`src/rtl/muldiv_seq_if.sv`:
```
// muldiv_seq_if: request/flush/response bundle between the EX stage and muldiv_seq
//   master: drives req_valid/req_op/req_a/req_b/flush; sees req_ready/busy/resp_valid/resp_data
//   slave : the unit itself
interface muldiv_seq_if #(parameter int XLEN = 32);
  logic            req_valid;
  logic            req_ready;
  logic [2:0]      req_op;
  logic [XLEN-1:0] req_a;
  logic [XLEN-1:0] req_b;
  logic            flush;
  logic            busy;
  logic            resp_valid;
  logic [XLEN-1:0] resp_data;
  modport master (output req_valid, req_op, req_a, req_b, flush,
                  input  req_ready, busy, resp_valid, resp_data);
  modport slave  (input  req_valid, req_op, req_a, req_b, flush,
                  output req_ready, busy, resp_valid, resp_data);
endinterface

```
`src/rtl/muldiv_seq.sv`:
```
// muldiv_seq: iterative RV32M multiply/divide unit (radix-2 shift-add / restoring divide)
//   clk, rst_n : rising-edge clock, asynchronous active-low reset
//   bus        : muldiv_seq_if.slave -- request handshake, flush, busy stall, one-cycle result strobe
module muldiv_seq #(
  parameter int XLEN        = 32,
  parameter bit ZERO_BYPASS = 1'b1
) (
  input logic         clk,
  input logic         rst_n,
  muldiv_seq_if.slave bus
);
  localparam int CW = $clog2(XLEN);
  typedef enum logic [1:0] {IDLE, CALC, DONE} state_t;
  state_t            state_q, state_d;
  logic [CW-1:0]     cnt_q, cnt_d;
  logic [2:0]        op_q, op_d;
  logic              neg_q, neg_d;
  logic [XLEN-1:0]   opnd_q, opnd_d, res_q, res_d, resp_data_q, resp_data_d;
  logic [2*XLEN-1:0] acc_q, acc_d;
  logic              accept, is_div, sa, sb, div0, ovf, zbyp;
  logic [XLEN-1:0]   ma, mb, spec, qr, fin;
  logic [XLEN:0]     madd, dsh, ddif;
  logic [2*XLEN-1:0] step, prod;
  assign accept = bus.req_valid && state_q == IDLE && !bus.flush;
  assign is_div = bus.req_op[2];
  assign sa     = bus.req_a[XLEN-1] && (is_div ? !bus.req_op[0] : bus.req_op[1:0] != 2'b11);
  assign sb     = bus.req_b[XLEN-1] && (is_div ? !bus.req_op[0] : !bus.req_op[1]);
  assign ma     = sa ? -bus.req_a : bus.req_a;
  assign mb     = sb ? -bus.req_b : bus.req_b;
  assign div0   = is_div && bus.req_b == '0;
  assign ovf    = is_div && !bus.req_op[0] && bus.req_a == {1'b1, {(XLEN-1){1'b0}}} && bus.req_b == '1;
  assign zbyp   = ZERO_BYPASS && !is_div && (bus.req_a == '0 || bus.req_b == '0);
  assign spec   = div0 ? (bus.req_op[1] ? bus.req_a : '1) : ovf ? (bus.req_op[1] ? '0 : bus.req_a) : '0;
  // Multiply: acc = {partial sum, remaining multiplier}, shifted right each step.
  // Divide:   acc = {remainder, dividend/quotient}, shifted left each step.
  assign madd = {1'b0, acc_q[2*XLEN-1:XLEN]} + (acc_q[0] ? {1'b0, opnd_q} : '0);
  assign dsh  = acc_q[2*XLEN-1:XLEN-1];
  assign ddif = dsh - {1'b0, opnd_q};
  assign step = op_q[2] ? (ddif[XLEN] ? {dsh[XLEN-1:0], acc_q[XLEN-2:0], 1'b0}
                                      : {ddif[XLEN-1:0], acc_q[XLEN-2:0], 1'b1})
                        : {madd, acc_q[XLEN-1:1]};
  assign prod = neg_q ? -step : step;
  assign qr   = op_q[1] ? step[2*XLEN-1:XLEN] : step[XLEN-1:0];
  assign fin  = op_q[2] ? (neg_q ? -qr : qr) : (op_q[1:0] == 2'b00 ? prod[XLEN-1:0] : prod[2*XLEN-1:XLEN]);
  // Result strobe is gated by flush combinationally so a flush in DONE wins over completion.
  assign bus.req_ready  = state_q == IDLE;
  assign bus.busy       = state_q != IDLE;
  assign bus.resp_valid = state_q == DONE && !bus.flush;
  assign bus.resp_data  = bus.resp_valid ? res_q : resp_data_q;
  always_comb begin
    state_d     = state_q;
    cnt_d       = cnt_q;
    op_d        = op_q;
    neg_d       = neg_q;
    opnd_d      = opnd_q;
    acc_d       = acc_q;
    res_d       = res_q;
    resp_data_d = resp_data_q;
    unique case (state_q)
      IDLE: if (accept) begin
        op_d  = bus.req_op;
        neg_d = (is_div && bus.req_op[1]) ? sa : sa ^ sb;
        if (div0 || ovf || zbyp) begin
          res_d   = spec;
          state_d = DONE;
        end else begin
          opnd_d  = is_div ? mb : ma;
          acc_d   = {{XLEN{1'b0}}, is_div ? ma : mb};
          cnt_d   = CW'(XLEN-1);
          state_d = CALC;
        end
      end
      CALC: if (bus.flush) state_d = IDLE;
      else begin
        acc_d = step;
        cnt_d = cnt_q - CW'(1);
        if (cnt_q == '0) begin
          res_d   = fin;
          state_d = DONE;
        end
      end
      DONE: begin
        state_d = IDLE;
        if (!bus.flush) resp_data_d = res_q;
      end
      default: state_d = IDLE;
    endcase
  end
  always_ff @(posedge clk or negedge rst_n) begin
    if (!rst_n) begin
      state_q     <= IDLE;
      cnt_q       <= '0;
      op_q        <= '0;
      neg_q       <= 1'b0;
      opnd_q      <= '0;
      acc_q       <= '0;
      res_q       <= '0;
      resp_data_q <= '0;
    end else begin
      state_q     <= state_d;
      cnt_q       <= cnt_d;
      op_q        <= op_d;
      neg_q       <= neg_d;
      opnd_q      <= opnd_d;
      acc_q       <= acc_d;
      res_q       <= res_d;
      resp_data_q <= resp_data_d;
    end
  end
endmodule

```
`src/flat_wrapper.sv`:
```
// flat-port wrapper written by rule: the top's interface ports become plain ports
module muldiv_seq_flat 
#(
  parameter int XLEN        = 32,
  parameter bit ZERO_BYPASS = 1'b1
)
  (clk, rst_n, bus_req_valid, bus_req_op, bus_req_a, bus_req_b, bus_flush, bus_req_ready, bus_busy, bus_resp_valid, bus_resp_data);
  muldiv_seq_if #(.XLEN(XLEN)) bus_i ();
  input logic clk;
  input logic rst_n;
  input wire logic [$bits(bus_i.req_valid)-1:0] bus_req_valid;
  input wire logic [$bits(bus_i.req_op)-1:0] bus_req_op;
  input wire logic [$bits(bus_i.req_a)-1:0] bus_req_a;
  input wire logic [$bits(bus_i.req_b)-1:0] bus_req_b;
  input wire logic [$bits(bus_i.flush)-1:0] bus_flush;
  output wire logic [$bits(bus_i.req_ready)-1:0] bus_req_ready;
  output wire logic [$bits(bus_i.busy)-1:0] bus_busy;
  output wire logic [$bits(bus_i.resp_valid)-1:0] bus_resp_valid;
  output wire logic [$bits(bus_i.resp_data)-1:0] bus_resp_data;
  assign bus_i.req_valid = bus_req_valid;
  assign bus_i.req_op = bus_req_op;
  assign bus_i.req_a = bus_req_a;
  assign bus_i.req_b = bus_req_b;
  assign bus_i.flush = bus_flush;
  assign bus_req_ready = bus_i.req_ready;
  assign bus_busy = bus_i.busy;
  assign bus_resp_valid = bus_i.resp_valid;
  assign bus_resp_data = bus_i.resp_data;
  muldiv_seq #(.XLEN(XLEN), .ZERO_BYPASS(ZERO_BYPASS)) u_core (.clk(clk), .rst_n(rst_n), .bus(bus_i));
endmodule
```
`config.mk`:
```
export PLATFORM = sky130hd
export DESIGN_NAME = muldiv_seq_flat
export DESIGN_NICKNAME = d
export VERILOG_FILES = /design/src/rtl/muldiv_seq_if.sv /design/src/rtl/muldiv_seq.sv /design/src/flat_wrapper.sv
export SDC_FILE = /design/constraint.sdc
export NUM_CORES = 1
export LEC_CHECK = 0
export ABC_AREA = 1
export CORE_ASPECT_RATIO = 1.2
export CORE_MARGIN = 2
export CORE_UTILIZATION = 25
export CTS_CLUSTER_DIAMETER = 40
export DETAILED_ROUTE_END_ITERATION = 16
export GPL_TIMING_DRIVEN = 0
export SLEW_MARGIN = 5
export SYNTH_ARGS = -nofsm -noshare
export SYNTH_HDL_FRONTEND = slang
export SYNTH_SLANG_ARGS = --single-unit
```
`constraint.sdc`:
```
create_clock -name clk -period 5.85 [get_ports clk]
set_clock_uncertainty 0.2 [all_clocks]
set_input_delay 0.585 -clock clk [delete_from_list [all_inputs] [get_ports clk]]
set_output_delay 0.585 -clock clk [all_outputs]
set_load 0.005 [all_outputs]
```
# == After elaboration in Yosys (flattened, before gate mapping) ==
# Cells that the tools add are included.
# Widths: inputs -> output; s select.
# classes
addsub,7
eq_ne,11
n_mux,38
bitwise_logic,3
reduce_logical,31
# ops
operator,count
$mux 32,18
$mux 64,6
$pmux 64 s2,1
$neg 32->32,3
$eq 32x32->1 const B,2
$logic_not 32->1,2
$neg 64->64,1
$pmux 32 s2,1
$add 32x33->33,1
$sub 33x32->33,1
$mux 5,3
$logic_and 1x1->1,11
$pmux 5 s2,1
$mux 2,4
$ne 2x1->1 const B,3
$ne 2x2->1 const B,3
$reduce_and 2->1,3
$logic_not 5->1,1
$reduce_and 5->1,1
$sub 5x1->5 const B,1
$logic_not 1->1,4
$logic_not 2->1,2
$pmux 2 s2,1
$reduce_and 4->1,1
other kinds (9),15
# totals
regBits,171
in_bits,71
out_inout_bits,35
wordCells,98

# == Longest topological paths before layout ==
# logic_depth
word_depth,10
mapped_depth,36
mapped_depth_nobuf,36

# == Worst setup path before layout ==
# OpenSTA, ideal clock, no wires.
# synth_timing
path_kind,flip-flop to flip-flop
startpoint,reg u_core.acc_q[31]
endpoint,reg u_core.res_q[30]
setup_time_ns,0.121
arrival_time_ns,3.657
required_time_ns,5.529
setup_slack_ns,1.872
path_stages_with_launch,36
path_buffers,0
period_less_slack_ns,3.978
cell_sequence,dfrtp_1 inv_1 ha_1 inv_1 fa_1 nand2_1 nand2_1 nand3_2 nand2_2 nand2_2 nand2_4 nand2_4 nand3_4 nand3_2 nand2_2 inv_1 ha_1 nand3_1 nor2_2 nand3_1 nor2_2 nand4_1 nor2_2 inv_1 nor2_1 nand3_1 nor2_1 nand2_1 nand2_1 nand2_1 nand3_1 nand2_1 nand2_1 nand2_1 nand2_1 a21oi_1
# synth_via
elab_chain_cells,10
word_cells_on_any_way,13
classes_between,3 x add/sub; 10 x mux
# synth_rtl
element,line_no,text
from (decl),muldiv_seq.sv:19,"logic [2*XLEN-1:0] acc_q, acc_d;"
from (signal assigned),muldiv_seq.sv:96,acc_q <= '0;
from (signal assigned),muldiv_seq.sv:105,acc_q <= acc_d;
$sub 33x32->33,muldiv_seq.sv:38,"assign ddif = dsh - {1'b0, opnd_q};"
$mux 64,muldiv_seq.sv:39,"assign step = op_q[2] ? (ddif[XLEN] ? {dsh[XLEN-1:0], acc_q[XLEN-2:0], 1'b0}"
$mux 64 (*),muldiv_seq.sv:39,
$neg 64->64 / $mux 32 (equally long branches),"muldiv_seq.sv:42, muldiv_seq.sv:43",
$mux 64 / $neg 32->32 (equally long branches),"muldiv_seq.sv:42, muldiv_seq.sv:44",
$mux 32,muldiv_seq.sv:44,assign fin = op_q[2] ? (neg_q ? -qr : qr) : (op_q[1:0] == 2'b00 ? prod[XLEN-1:0] : prod[2*XLEN-1:XLEN]);
$mux 32 (*),muldiv_seq.sv:44,
$mux 32 (*),muldiv_seq.sv:77,if (cnt_q == '0) begin
$mux 32 (*),muldiv_seq.sv:73,CALC: if (bus.flush) state_d = IDLE;
$pmux 32 s2 (*),muldiv_seq.sv:59,unique case (state_q)
to (signal assigned),muldiv_seq.sv:106,res_q <= res_d;
to (decl),muldiv_seq.sv:18,"logic [XLEN-1:0] opnd_q, opnd_d, res_q, res_d, resp_data_q, resp_data_d;"
# Mark *: on every way between the ends. The rest lies on a longest branch, timed or not. The select of a mux whose other input is x is not followed.
# A chain may end at the register's enable or synchronous reset.

# == Final worst setup path ==
# layout_timing
startpoint,reg u_core.acc_q[31]
endpoint,reg u_core.res_q[28]
# Same word-level chain as after synthesis.

==> flow_summary_export.csv <==
group,metric,value,unit
clock_network,clk_pin_slew,0.07,ns
timing,slew_headroom,9.481,%
yosys,synth_top_area_share,22.07,%
place,io_buffer_count,105,
clock_network,tritoncts.num_buffers,17,
critical_path,crit_type,"register to register",
timing,slew_violations,0,
yosys,yosysMostFrequentCell,"nand2_1",
timing,hold_viol,0,
die,die_area,79800,um2
yosys,ys_seq_area_share,22.07,%
drt,avgViaCountPerCell,5.122,
timing,rsz0062_at_grt,"false",
drt,drt_iter0_drc,2520,
drt,ant_nets,0,
cells_and_area,multi_input_area,12970,um2
status,status,"finished clean",
pwr,power.leakage,10.87,nW
yosys,synth_seq_cells,171,
timing,finalSetupTns,0,ns
timing,tightest_slew,1.347,ns
clock_network,cts.sinks,171,
die,rows,111,
critical_path,start_kind,"register",
die,fp.dieW,258.2,um
yosys,yosys.area.top_type,"dfrtp_1",
yosys,synth_xor_area_share,4.563,%
timing,setup-violations-final,0,
yosys,ys_types,53,
cells_and_area,drive_gt1_share,7.087,%
critical_path,worstReg2RegEnd,"u_core.res_q[28]",
timing,hold_ws,0.2684,ns
cells_and_area,fin_area,22400,um2
yosys,yosys_warnings,0,
clock_network,insertion_delay,0.51,ns
grt,grt_antenna_before_repair,2,
yosys,syn_nets,3461,
yosys,synth.area.top_cells,"dfrtp_1 22%, nand2_1 19%, inv_1 7.7%",
clock_network,cts_max_level,4,
timing,min_period,5.534,ns
critical_path,endpoint_kind,"register",
grt,grt_pass1_wl,141700,um
critical_path,worst_path_max_delay_cell,"fa_1",
flow_run,drv_cap,0,
timing,finalCritPeriodShare,94.60,%
pwr,irDropWorstVdd,0.0003447,V
pwr,power_density,731.5,nW/um2
yosys,synthCells,3317,
critical_path,crit_path_max_incr_delay,0.45,ns
yosys,synth-simple-area-share,40.93,%
place,place.gp.congestion,1.035,
yosys,synth_top_family_by_area,"simple AND/OR/NAND/NOR gates",
drt,wl,97350,um
min_path,min_from,"u_core.resp_data_q[9]",
grt,grt_pass1_vias,22110,
yosys,yosys.area_share.adder,4.789,%
timing,fmax,0.1807,GHz
cells_and_area,syn_to_final_growth,15.55,%
place,placed_cell_area,21750,um2
drt,vias,22923,
grt,grt_max_degree,105,
critical_path,critPathRequiredTime,6.07,ns
die,core_region_area,76520,um2
drt,first_pass_iters,8,
yosys,synth_edf_count,0,
die,io_pins,106,
yosys,synth_commonest_cells,"1004 x nand2_1, 398 x inv_1, 366 x nor2_1, 247 x nand3_1, 240 x o21ai_0",
place,post-dp-hpwl,80650,um
grt,grtUsageTotal,24.18,%
min_path,holdPathEnd,"u_core.resp_data_q[9]",
drt,wl_per_cell,21.75,um
cells_and_area,final_util,29.27,%
cells_and_area,regArea,4279,um2
yosys,syn_area,19390,um2
yosys,ys.flop_type,"dfrtp_1",
critical_path,reg2reg_from,"u_core.acc_q[31]",
yosys,async_flop_share,100.0,%
clock_network,clockBufferDepth,2,
clock_network,clockRootBuffer,"clkbuf_16",
critical_path,cp_max_fo,7,
critical_path,r2r_setup_slack,0.32,ns
yosys,synth_compound_area_share,16.46,%
cells_and_area,nFillCells,8747,
yosys,synth.avg_cell_area,5.844,um2
die,die-height,309.0,um
min_path,hold_path_depth,2,
grt,grt_overflow_total,0,
critical_path,reg2regPathDepth,32,
drt,drc,0,
critical_path,crit_top_cell,"nand2_1",
die,start_util,25.33,%
critical_path,crit_arrival,5.76,ns
min_path,hold_class,"register to register",
cells_and_area,fin_nets,3588,
clock_network,tritoncts,"yes",
yosys,synthMuxAreaShare,0,%
[cells by family (layout without fill, tap and decap cells)]
kind of cell	Yosys count	in the layout
simple gates	1842	1842
compound gates	578	578
flops	171	171
other cells	0	1
buf+inv	552	692
fa+ha+maj	73	73
xor+xnor	101	101
[through the flow]
stage                     power (W)  std cells  setup WS, ns
after floorplan             0.01012       3317         1.872
after global placement      0.01470       4439        -3.793
after detailed placement    0.01472       4441        0.2292
after CTS                   0.01604       4474        0.1897
after global routing        0.01748       4474       0.02549
final                       0.01639       4475        0.3160
[routing by layer]
metal | vias up | track usage (%) | share of wire (%)
li1 | 10917 | - | -
met2 | 1038 | 40.64 | 47
met5 | - | 0 | 0
met3 | 293 | 3.720 | 6.7
met1 | 10675 | 28.73 | 40
met4 | 0 | 15.62 | 6.9
[worst max-delay path, delay by kind of cell, from the launching register on]
family	cells	cell delay [ns]
and+or+nand+nor	23	3.29
adders and majority gates	3	0.81
buffers and inverters	4	0.41
DFF	1	0.38
AOI/OAI and AO/OA	2	0.35
[timing repair]
item,4_1_cts,5_1_grt
setup buffers,0,0
endpoints found under the hold margin,67,0
resized for setup,0,7
endpoints found under the setup margin,0,9
hold buffers,1,0
[layout by cell type, fill, tap and decap left out, types with 11 or more instances in the layout]
cell type and n:
nand2_1 1004, inv_1 397, nor2_1 365, nand3_1 246, o21ai_0 239, a21oi_1 203
dfrtp_1 171, clkdlybuf4s50_1 104, xor2_1 80, clkbuf_1 73, ha_1 71, nand2_2 57
nand4_1 39, nor3_1 31, inv_2 28, o211ai_1 27, o22ai_1 26, buf_2 24
nor2_2 23, o21ai_1 21, xnor2_1 21, buf_1 17, clkbuf_16 17, nand3_2 16
nand3b_1 12, o21ai_2 12, or2_2 11
[report_power, final]
part | switching (W) | total, W | internal, W
clock | 0.000595 | 0.00126 | 0.000665
sequential | 0.000483 | 0.00223 | 0.00175
combinational | 0.00930 | 0.0129 | 0.00360
total | 0.0104 | 0.0164 | 0.00601
[cell type report]
type / instances / share of cell area [%]
multi-input combinational: 2594 / 57.89
sequential: 171 / 19.10
inverter: 430 / 7.205
tap: 1017 / 5.680
timing repair buffer: 108 / 4.915
buffer: 122 / 2.480
clock buffer: 20 / 2.039
clock inverter: 12 / 0.6758
antenna: 1 / 0.01117
[how the worst max path moves through the flow]
| stage | from | endpoint | slack, ns | cells past startpoint |
|---|---|---|---|---|
| after floorplan | u_core.acc_q[31] | u_core.res_q[30] | 1.87 | 35 |
| after global placement | rst_n | u_core.resp_data_q[12] | -3.79 | 1 |
| after detailed placement | u_core.acc_q[31] | u_core.res_q[24] | 0.23 | 34 |
| after CTS | u_core.acc_q[31] | u_core.res_q[24] | 0.19 | 34 |
| after global routing | u_core.acc_q[31] | u_core.res_q[28] | 0.03 | 32 |
| final | u_core.acc_q[31] | u_core.res_q[28] | 0.32 | 32 |
[state kept, by name, summed over array words and instances (netlist names)]
name / count
u_core.state_q: 2
u_core.res_q: 32
u_core.cnt_q: 5
u_core.opnd_q: 32
u_core.neg_q: 1
u_core.op_q: 3
u_core.resp_data_q: 32
u_core.acc_q: 64
Note: power is estimated with default switching activity, not from simulation.
